File: config.mk
export PLATFORM = sky130hd
export DESIGN_NAME = adpll_loop_ctrl
export DESIGN_NICKNAME = d
export VERILOG_FILES = /design/src/rtl/adpll_loop_ctrl.sv
export SDC_FILE = /design/constraint.sdc
export NUM_CORES = 1
export LEC_CHECK = 0
export CAP_MARGIN = 15
export CELL_PAD_IN_SITES_DETAIL_PLACEMENT = 2
export CELL_PAD_IN_SITES_GLOBAL_PLACEMENT = 2
export CORE_MARGIN = 2
export CORE_UTILIZATION = 41
export DETAILED_ROUTE_END_ITERATION = 10
export DONT_BUFFER_PORTS = 1
export GPL_TIMING_DRIVEN = 1
export PLACE_DENSITY_LB_ADDON = 0.25
export RECOVER_POWER = 100
export SLEW_MARGIN = 5
export SYNTH_ARGS = -nofsm -noshare
export SYNTH_HDL_FRONTEND = slang
export SYNTH_SLANG_ARGS = --single-unit
File: constraint.sdc
create_clock -name REF_CLK -period 4.16 [get_ports REF_CLK]
set_input_delay 0.624 -clock REF_CLK [delete_from_list [all_inputs] [get_ports REF_CLK]]
set_output_delay 0.624 -clock REF_CLK [all_outputs]
set_load 0.1 [all_outputs]
File: src/rtl/adpll_loop_ctrl.sv
// ADPLL loop controller: binary-search acquisition of the DCO word, incremental tracking, hysteretic lock.
// Optional macro ADPLL_FAST_TRACK_EN adds a coarse tracking gear (step 4 when |err| > 2).
module adpll_loop_ctrl #(
   parameter int M_W        = 3,
   parameter int CODE_W     = 8,
   parameter int CNT_W      = 8,
   parameter int LOCK_CNT   = 16,
   parameter int UNLOCK_CNT = 4,
   parameter int TOL        = 1
) (
   input  logic              REF_CLK,
   input  logic              RESET,
   input  logic [M_W-1:0]    M,
   input  logic [CNT_W-1:0]  CNT_IN,
   input  logic              CNT_VALID,
   output logic [CODE_W-1:0] DCO_CODE,
   output logic              LOCK,
   output logic [1:0]        STATE
);

   localparam int ERR_W  = CNT_W + 2;
   localparam int SC_MAX = (LOCK_CNT > UNLOCK_CNT) ? LOCK_CNT : UNLOCK_CNT;
   localparam int SC_W   = $clog2(SC_MAX + 1);
   localparam int IDX_W  = (CODE_W > 1) ? $clog2(CODE_W) : 1;

   localparam logic [CODE_W-1:0] CODE_MID = CODE_W'(1) << (CODE_W - 1);
   localparam logic [IDX_W-1:0]  IDX_TOP  = IDX_W'(CODE_W - 1);
   localparam logic [SC_W-1:0]   LOCK_LIM = SC_W'(LOCK_CNT);
   localparam logic [SC_W-1:0]   MISS_LIM = SC_W'(UNLOCK_CNT);

   typedef enum logic [1:0] {
      ST_IDLE   = 2'd0,
      ST_SEARCH = 2'd1,
      ST_TRACK  = 2'd2
   } state_t;

   state_t                state_p0;
   logic [CODE_W-1:0]     code_p0;
   logic                  lock_p0;
   logic [IDX_W-1:0]      idx_p0;
   logic [M_W-1:0]        m_p0;
   logic [SC_W-1:0]       lock_cnt_p0;
   logic [SC_W-1:0]       miss_cnt_p0;

   logic [M_W:0]          n_val;
   logic signed [ERR_W-1:0] err;
   logic [ERR_W-1:0]      err_mag;
   logic                  err_pos;
   logic                  err_neg;
   logic                  in_win;
   logic [2:0]            track_step;
   logic [CODE_W-1:0]     srch_code;
   logic [SC_W-1:0]       lock_inc;
   logic [SC_W-1:0]       miss_inc;

   // Moves code by step toward up/down, clamping at both ends of the code range.
   function automatic logic [CODE_W-1:0] sat_step(input logic [CODE_W-1:0] code,
                                                  input logic              dn,
                                                  input logic [2:0]        step);
      logic signed [CODE_W+1:0] delta;
      logic signed [CODE_W+1:0] sum;
      delta = $signed({{(CODE_W-1){1'b0}}, step});
      if (dn)
         delta = -delta;
      sum = $signed({2'b00, code}) + delta;
      if (sum[CODE_W+1])
         return '0;
      else if (sum[CODE_W])
         return '1;
      else
         return sum[CODE_W-1:0];
   endfunction

   function automatic logic [SC_W-1:0] sat_inc(input logic [SC_W-1:0] c,
                                               input logic [SC_W-1:0] lim);
      return (c >= lim) ? lim : c + SC_W'(1);
   endfunction

   assign n_val   = {1'b0, m_p0} + {{M_W{1'b0}}, 1'b1};
   assign err     = $signed({2'b00, CNT_IN}) - $signed(ERR_W'(n_val));
   assign err_neg = err[ERR_W-1];
   assign err_pos = !err[ERR_W-1] && (err != '0);
   assign err_mag = err_neg ? ERR_W'(-err) : ERR_W'(err);
   assign in_win  = (err_mag <= ERR_W'(TOL));

`ifdef ADPLL_FAST_TRACK_EN
   assign track_step = (err_mag > ERR_W'(2)) ? 3'd4 : 3'd1;
`else
   assign track_step = 3'd1;
`endif

   assign lock_inc = sat_inc(lock_cnt_p0, LOCK_LIM);
   assign miss_inc = sat_inc(miss_cnt_p0, MISS_LIM);

   // Resolve the current bit (too fast -> drop it) and trial-set the next lower bit.
   always_comb begin
      srch_code = code_p0;
      if (err_pos)
         srch_code[idx_p0] = 1'b0;
      if (idx_p0 != '0)
         srch_code[idx_p0 - IDX_W'(1)] = 1'b1;
   end

   always_ff @(posedge REF_CLK or negedge RESET) begin
      if (!RESET) begin
         state_p0    <= ST_IDLE;
         code_p0     <= CODE_MID;
         lock_p0     <= 1'b0;
         idx_p0      <= IDX_TOP;
         m_p0        <= '0;
         lock_cnt_p0 <= '0;
         miss_cnt_p0 <= '0;
      end else if (state_p0 == ST_IDLE || M != m_p0) begin
         // A new ratio invalidates everything learned so far; any sample this cycle is dropped.
         m_p0        <= M;
         state_p0    <= ST_SEARCH;
         code_p0     <= CODE_MID;
         idx_p0      <= IDX_TOP;
         lock_p0     <= 1'b0;
         lock_cnt_p0 <= '0;
         miss_cnt_p0 <= '0;
      end else if (CNT_VALID) begin
         case (state_p0)
            ST_SEARCH: begin
               code_p0 <= srch_code;
               if (idx_p0 == '0)
                  state_p0 <= ST_TRACK;
               else
                  idx_p0 <= idx_p0 - IDX_W'(1);
            end
            ST_TRACK: begin
               if (err_pos)
                  code_p0 <= sat_step(code_p0, 1'b1, track_step);
               else if (err_neg)
                  code_p0 <= sat_step(code_p0, 1'b0, track_step);
               if (in_win) begin
                  miss_cnt_p0 <= '0;
                  lock_cnt_p0 <= lock_inc;
                  if (lock_inc == LOCK_LIM)
                     lock_p0 <= 1'b1;
               end else begin
                  lock_cnt_p0 <= '0;
                  miss_cnt_p0 <= miss_inc;
                  if (miss_inc == MISS_LIM)
                     lock_p0 <= 1'b0;
               end
            end
            default: state_p0 <= ST_IDLE;
         endcase
      end
   end

   assign DCO_CODE = code_p0;
   assign LOCK     = lock_p0;
   assign STATE    = state_p0;

endmodule

Word level (Yosys, flattened, before mapping)
Index checks and enable logic that the tools add are counted.
{ "op_classes": {"n_addsub": 8, "order_cmp": 7, "n_eq_ne": 10, "n_mux": 44, "bitwise": 3, "reduce_logical": 19} }
{ "op_table": {"columns": ["cell", "n"], "rows": [
  ["$mux W8", 10],
  ["$mux W10", 5],
  ["$mux W5", 10],
  ["$pmux W8 S2", 1],
  ["$mux W3", 4],
  ["$add A5 B1 Y5 const B", 2],
  ["$add A9 B10 Y10", 1],
  ["$le A10 B1 Y1 const B", 1],
  ["$neg A9 Y10", 1],
  ["$reduce_bool A10 Y1", 1],
  ["$add A8 B1 Y9 const B", 1],
  ["$reduce_and A3 Y1", 3],
  ["$reduce_bool A3 Y1", 3],
  ["$sub A8 B4 Y9", 1],
  ["$and A8 B8 Y8", 1],
  ["$lt A3 B4 Y1 const B", 2],
  ["$mux W1", 8],
  ["$not A8 Y8", 1],
  ["$or A8 B8 Y8", 1],
  ["$demux W1 S3", 2],
  ["$ge A3 B1 Y1 const B", 2],
  ["$mux W2", 3],
  ["$reduce_bool A2 Y1", 3],
  ["$eq A5 B3 Y1 const B", 1],
  ["other kinds (20)", 23]
]} }
{ "word_totals": {"ff_bits": 27, "inputBits": 14, "out_inout_bits": 11, "wordCells": 98} }

Depth between registers and ports, before layout
{ "logic_depth": {"word_depth": 15, "mapped_depth": 11, "mapped_depth_nobuf": 10} }

Least setup slack after synthesis
Ideal clock, no wire load.
{ "synth_timing": {"path_type": "input-to-reg", "start": "input port CNT_IN[0]", "end": "register lock_cnt_p0[4]", "setup_time_ps": 95, "t_arrival_ps": 2905, "required_time_ps": 4065, "slack_ps": 1160, "cell_stages": 10, "n_path_buf": 1, "cell_sequence": "ha_1 -> fa_1 -> inv_1 -> ha_1 -> or4_1 -> a22oi_1 -> o221a_2 -> buf_6 -> nand2_4 -> a221oi_2"} }
{ "synth_between": {"elab_chain_len": 8} }
{ "synth_rtl": {"columns": ["element", "line_no", "text"], "rows": [
  ["from (decl)", "14", "input logic [CNT_W-1:0] CNT_IN,"],
  ["$sub A8 B4 Y9 *", "80", "assign err = $signed({2'b00, CNT_IN}) - $signed(ERR_W'(n_val));"],
  ["$neg A9 Y10", "83", "assign err_mag = err_neg ? ERR_W'(-err) : ERR_W'(err);"],
  ["$mux W10 *", "83", null],
  ["$le A10 B1 Y1 *", "84", "assign in_win = (err_mag <= ERR_W'(TOL));"],
  ["$mux W5 *", "136", "if (in_win) begin"],
  ["$mux W5 *", "123", "case (state_p0)"],
  ["$mux W5 *", "122", "end else if (CNT_VALID) begin"],
  ["$mux W5 *", "113", "end else if (state_p0 == ST_IDLE || M != m_p0) begin"],
  ["to (signal assigned)", "138", "lock_cnt_p0 <= lock_inc;"],
  ["to (decl)", "42", "logic [SC_W-1:0] lock_cnt_p0;"]
]} }
Mark *: on every way between the ends. The rest lies on a longest branch, timed or not. The select of a mux whose other input is x is not followed.
A chain may end at the register's enable or synchronous reset.

Worst setup path after layout
{ "layout_timing": {"start": "register m_p0[0]", "end": "register code_p0[4] (netlist: DCO_CODE[4])"} }
{ "layout_between": {"elab_chain_len": 10, "word_cells_on_any_way": 18, "cone_classes": "add/sub (2); eq/ne (2); mux (6); bitwise (1); reduce/logical (7)"} }
{ "layout_rtl": {"columns": ["element", "line_no", "text"], "rows": [
  ["from (decl)", "41", "logic [M_W-1:0] m_p0;"],
  ["from (signal assigned)", "110", "m_p0 <= '0;"],
  ["from (signal assigned)", "115", "m_p0 <= M;"],
  ["$add A3 B1 Y4", "79", "assign n_val = {1'b0, m_p0} + {{M_W{1'b0}}, 1'b1};"],
  ["$sub A8 B4 Y9", "80", null],
  ["$reduce_bool A10 Y1 / $logic_not A1 Y1 (equally long branches)", "82", "assign err_pos = !err[ERR_W-1] && (err != '0);"],
  ["$logic_and A1 B1 Y1", "82", null],
  ["$mux W8", "98", "if (err_pos)"],
  ["$or A8 B8 Y8 (no source line)", null, null],
  ["$mux W8", "100", "if (idx_p0 != '0)"],
  ["$pmux W8 S2", "123", null],
  ["$mux W8", "122", null],
  ["$mux W8", "113", null],
  ["to (signal assigned)", "125", "code_p0 <= srch_code;"],
  ["to (signal assigned)", "133", "code_p0 <= sat_step(code_p0, 1'b1, track_step);"],
  ["to (signal assigned)", "135", "code_p0 <= sat_step(code_p0, 1'b0, track_step);"],
  ["to (decl)", "38", "logic [CODE_W-1:0] code_p0;"]
]} }
Parallel ways exist; a longest one is shown, timed or not. The select of a mux whose other input is x is not followed.

==> results by group <==
Setup path
  – Top cell by count, worst path: nand2_1
  – Element type at the critical path end: flip-flop
  – Critical path arrival: 3.63 ns
  – Origin of the critical flop-to-flop path: m_p0[0]$_DFFE_PN0N_
  – Crit Path Class: flip-flop to flip-flop
  – Largest stage delay on the critical path: 0.55 ns
  – Crit path launch type: flip-flop
  – Critical path buffers and inverters: 1
  – Worst Path Required: 4.35 ns
  – Crit path cell chain: inv_1 -> ha_1 -> fa_1 -> a211oi_1 -> nand2_1 -> o21ai_0 -> nand2_1 -> mux2_2 -> o32ai_1
  – Crit-path slowest cell: fa_1
  – Worst-path fanout max: 11
  – Beginning of the critical path: m_p0[0]$_DFFE_PN0N_
  – Crit path max-delay family: compound AO/OA/AOI/OAI gates

Drt
  – DRC: 0
  – Final antenna-violating net count: 0
  – Pre-Repair DR Iteration Count: 4
  – Routed vias/inst: 6.38
  – WL per Instance: 21.1 um
  – Drt first-iter violations: 70
  – Final WL: 8.38 mm
  – Vias: 2,533

Synth
  – Synth area leaders: dfrtp_1, ha_1, nand2_1
  – Synth top area share: 21.9%
  – Post-synth cell types: 64
  – EDFF count, synth: 0
  – YS warnings: 0
  – Avg Cell Area, Syn: 7.95 um^2
  – Post-synthesis cell count: 331
  – Sequential share of the synthesized area: 25.9%
  – Seq cells post-synth: 27
  – Area leader, netlist: dfrtp_1
  – Ys flop type: dfrtp_1
  – Async S/R FF share, synth: 100%
  – Synth Cell Area: 0.00263 mm^2
  – Syn nets: 358

STA
  – Clock skew: 0.00182 ns
  – Slew Limit Fails: 45
  – Final worst path period need: 3.44 ns
  – Total negative slack: 0 ns
  – Slew headroom: -8.39%
  – Fmax: 291 MHz
  – Hold Fails Final Rpt: 0
  – Actual slew at the worst max-slew pin: 1.63 ns
  – RSZ-0062 raised after global routing: false
  – Setup violators final: 0
  – Final period utilization: 82.6%

Clock tree
  – CTS H-tree lvls: 1
  – Post-CTS setup buffers: 0
  – Clock-pin slew on the worst setup and hold paths: 0.11 ns
  – Clock Tree Root: clkbuf_8
  – CTS resizes: 0
  – Hold Buf Count CTS: 0
  – Clock Latency Late Sink: 0.29 ns
  – Clock buffer depth: 2
  – Cts bufs inserted: 3
  – CTS tree: yes
  – Number of clock sinks: 27

Die
  – Io pins: 25
  – Initial core utilization: 41.9%
  – CORE AREA: 0.00628 mm^2
  – Site Rows: 29
  – Die Height: 84.1 um
  – Die width: 84.1 um
  – Die Area: 0.00707 mm^2

Placed design
  – Dpl cell area: 0.00267 mm^2
  – GPL Wtd Cong: 0.916
  – IO buf count: 0
  – Dpl cells: 392
  – Final HPWL DP: 6.29 mm

Power and ir drop
  – Power share of the combinational group: 23.1%
  – Pwr Total: 600 uW
  – NetSw: 215 uW
  – Clock power share: 28.4%
  – Seq pwr share: 48.5%
  – Cell Pwr Density: 223 mW/mm^2
  – Peak supply drop: 0.119 mV
  – Int Power: 385 uW
  – Leak pwr: 0.00113 uW
  – Switching part of the total power: 35.8%

Global route
  – Largest net degree at the start of global routing: 28
  – Met3 Use GR: 3.56%
  – Met2 Usage GRT: 39.4%
  – Vias in the first global route: 2,633
  – Met1 GRT Util: 33.8%
  – First-pass GRT wire length: 13.9 mm
  – GR peak layer: met2
  – Overflow after GRT: 0
  – Tot GR Track Use: 24.1%
  – Antenna violations before repair: 0

Hold path
  – Hold Crit Class: input port to asynchronous set/reset pin

Finish
  – Core Util, Final: 42.8%
  – Final Non-Filler Cells: 397
  – Fin area: 0.00269 mm^2
  – Share of layout cells above drive strength 1: 6.56%
  – Final #Nets: 348
  – # diodes: 0
  – Most frequent cells in the layout: nand2_1, dfrtp_1, nor2_1
  – Layout area overhead: 2.19%
  – Commonest non-fill, non-tap cell in the layout: nand2_1

Job
  – Max-cap violations: 4

Outcome
  – Status: finished, violations left
  – Failing checks: max-capacitance violations, max-slew violations
[cell type report]
class                   count  area [um^2]
flip-flops and latches     27          681
inverters                  22         82.6
fillers                   744         3590
well taps                  77         96.3
multi-input cells         260         1750
repair buffers              7         26.3
clock inverters             1         7.51
clock buffers               3         41.3
[routing by layer]
layer  part of all wire [%]  routed length [um]
met5                      0                   0
met4                    1.3                 110
met3                    2.6                 218
met2                     48                3990
met1                     48                4050
[registers in the layout, summed over array words and instances, names as in the netlist]
signal,count
STATE,2
idx_p0,3
miss_cnt_p0,5
DCO_CODE,8
LOCK,1
m_p0,3
lock_cnt_p0,5
[per-stage QoR]
| stage | worst slack (ns) | hold slack [ns] |
|---|---|---|
| after global routing | 0.433 | 0.138 |
| after floorplan | 1.16 | 0.328 |
| after global placement | 0.810 | 0.329 |
| final | 0.722 | 0.158 |
| after CTS | 0.810 | 0.00614 |
| after detailed placement | 0.606 | 0.329 |
[logic make-up (layout without fill, tap and decap cells)]
| group | after synthesis | in the layout | share of synthesized area, % |
|---|---|---|---|
| AO/OA/AOI/OAI | 89 | 89 | 25.4 |
| buffers and inverters | 44 | 33 | 7.09 |
| adder cells (fa/ha/maj) | 13 | 13 | 6.47 |
| multiplexers | 9 | 9 | 3.57 |
| flip-flops | 27 | 27 | 25.9 |
| AND/OR/NAND/NOR | 139 | 139 | 28.3 |
| XOR/XNOR | 10 | 10 | 3.33 |
[cells in the mapped netlist (3+ instances only)]
cell and instances:
and2_1 4, nor3_1 13, o2111ai_1 8, a21o_1 6, nand3_1 11, inv_1 22, nor4_1 4, nor3b_1 4
a211oi_1 3, o31ai_1 4, a31oi_1 4, mux2i_1 6, nand2b_1 6, o21ai_0 10, o211ai_1 7, a211o_1 3
nor2b_1 8, a21oi_1 16, nand4_1 7, buf_2 5, xor2_1 6, ha_1 12, nand3b_1 3, xnor2_1 4
nor2_1 23, mux2_2 3, a221o_1 3, dfrtp_1 23, clkbuf_1 15, dfstp_2 4, and3_1 10, or4_1 4
nand2_1 30
[power by group through the flow]
stage / Clock [uW] / Combinational, uW / Sequential (uW)
5_1_grt: 188 / 154 / 291
3_5_place_dp: 0 / 132 / 296
3_3_place_gp: 0 / 128 / 296
2_1_floorplan: 0 / 109 / 294
4_1_cts: 174 / 134 / 291
6_report: 171 / 139 / 291
[worst paths after layout]
check,slack [ns],cells after the start,endpoint
min,0.16,0,idx_p0[1]$_DFFE_PN1P_
min in group REF_CLK,0.35,0,m_p0[1]$_DFFE_PN0N_
max,0.72,9,DCO_CODE[4]$_DFFE_PN0P_
max reg2reg,0.72,9,DCO_CODE[4]$_DFFE_PN0P_
min reg2reg,0.55,1,miss_cnt_p0[4]$_DFFE_PN0P_
max in group asynchronous,2.65,1,DCO_CODE[2]$_DFFE_PN0P_
[worst reg2reg max path: stages, from the launching register on]
cell      delay [ns]
dfrtp_1         0.38
inv_1           0.05
ha_1            0.22
fa_1            0.55
a211oi_1        0.50
nand2_1         0.38
o21ai_0         0.30
nand2_1         0.32
mux2_2          0.35
o32ai_1         0.29
Power figures use the tool's default switching activity.
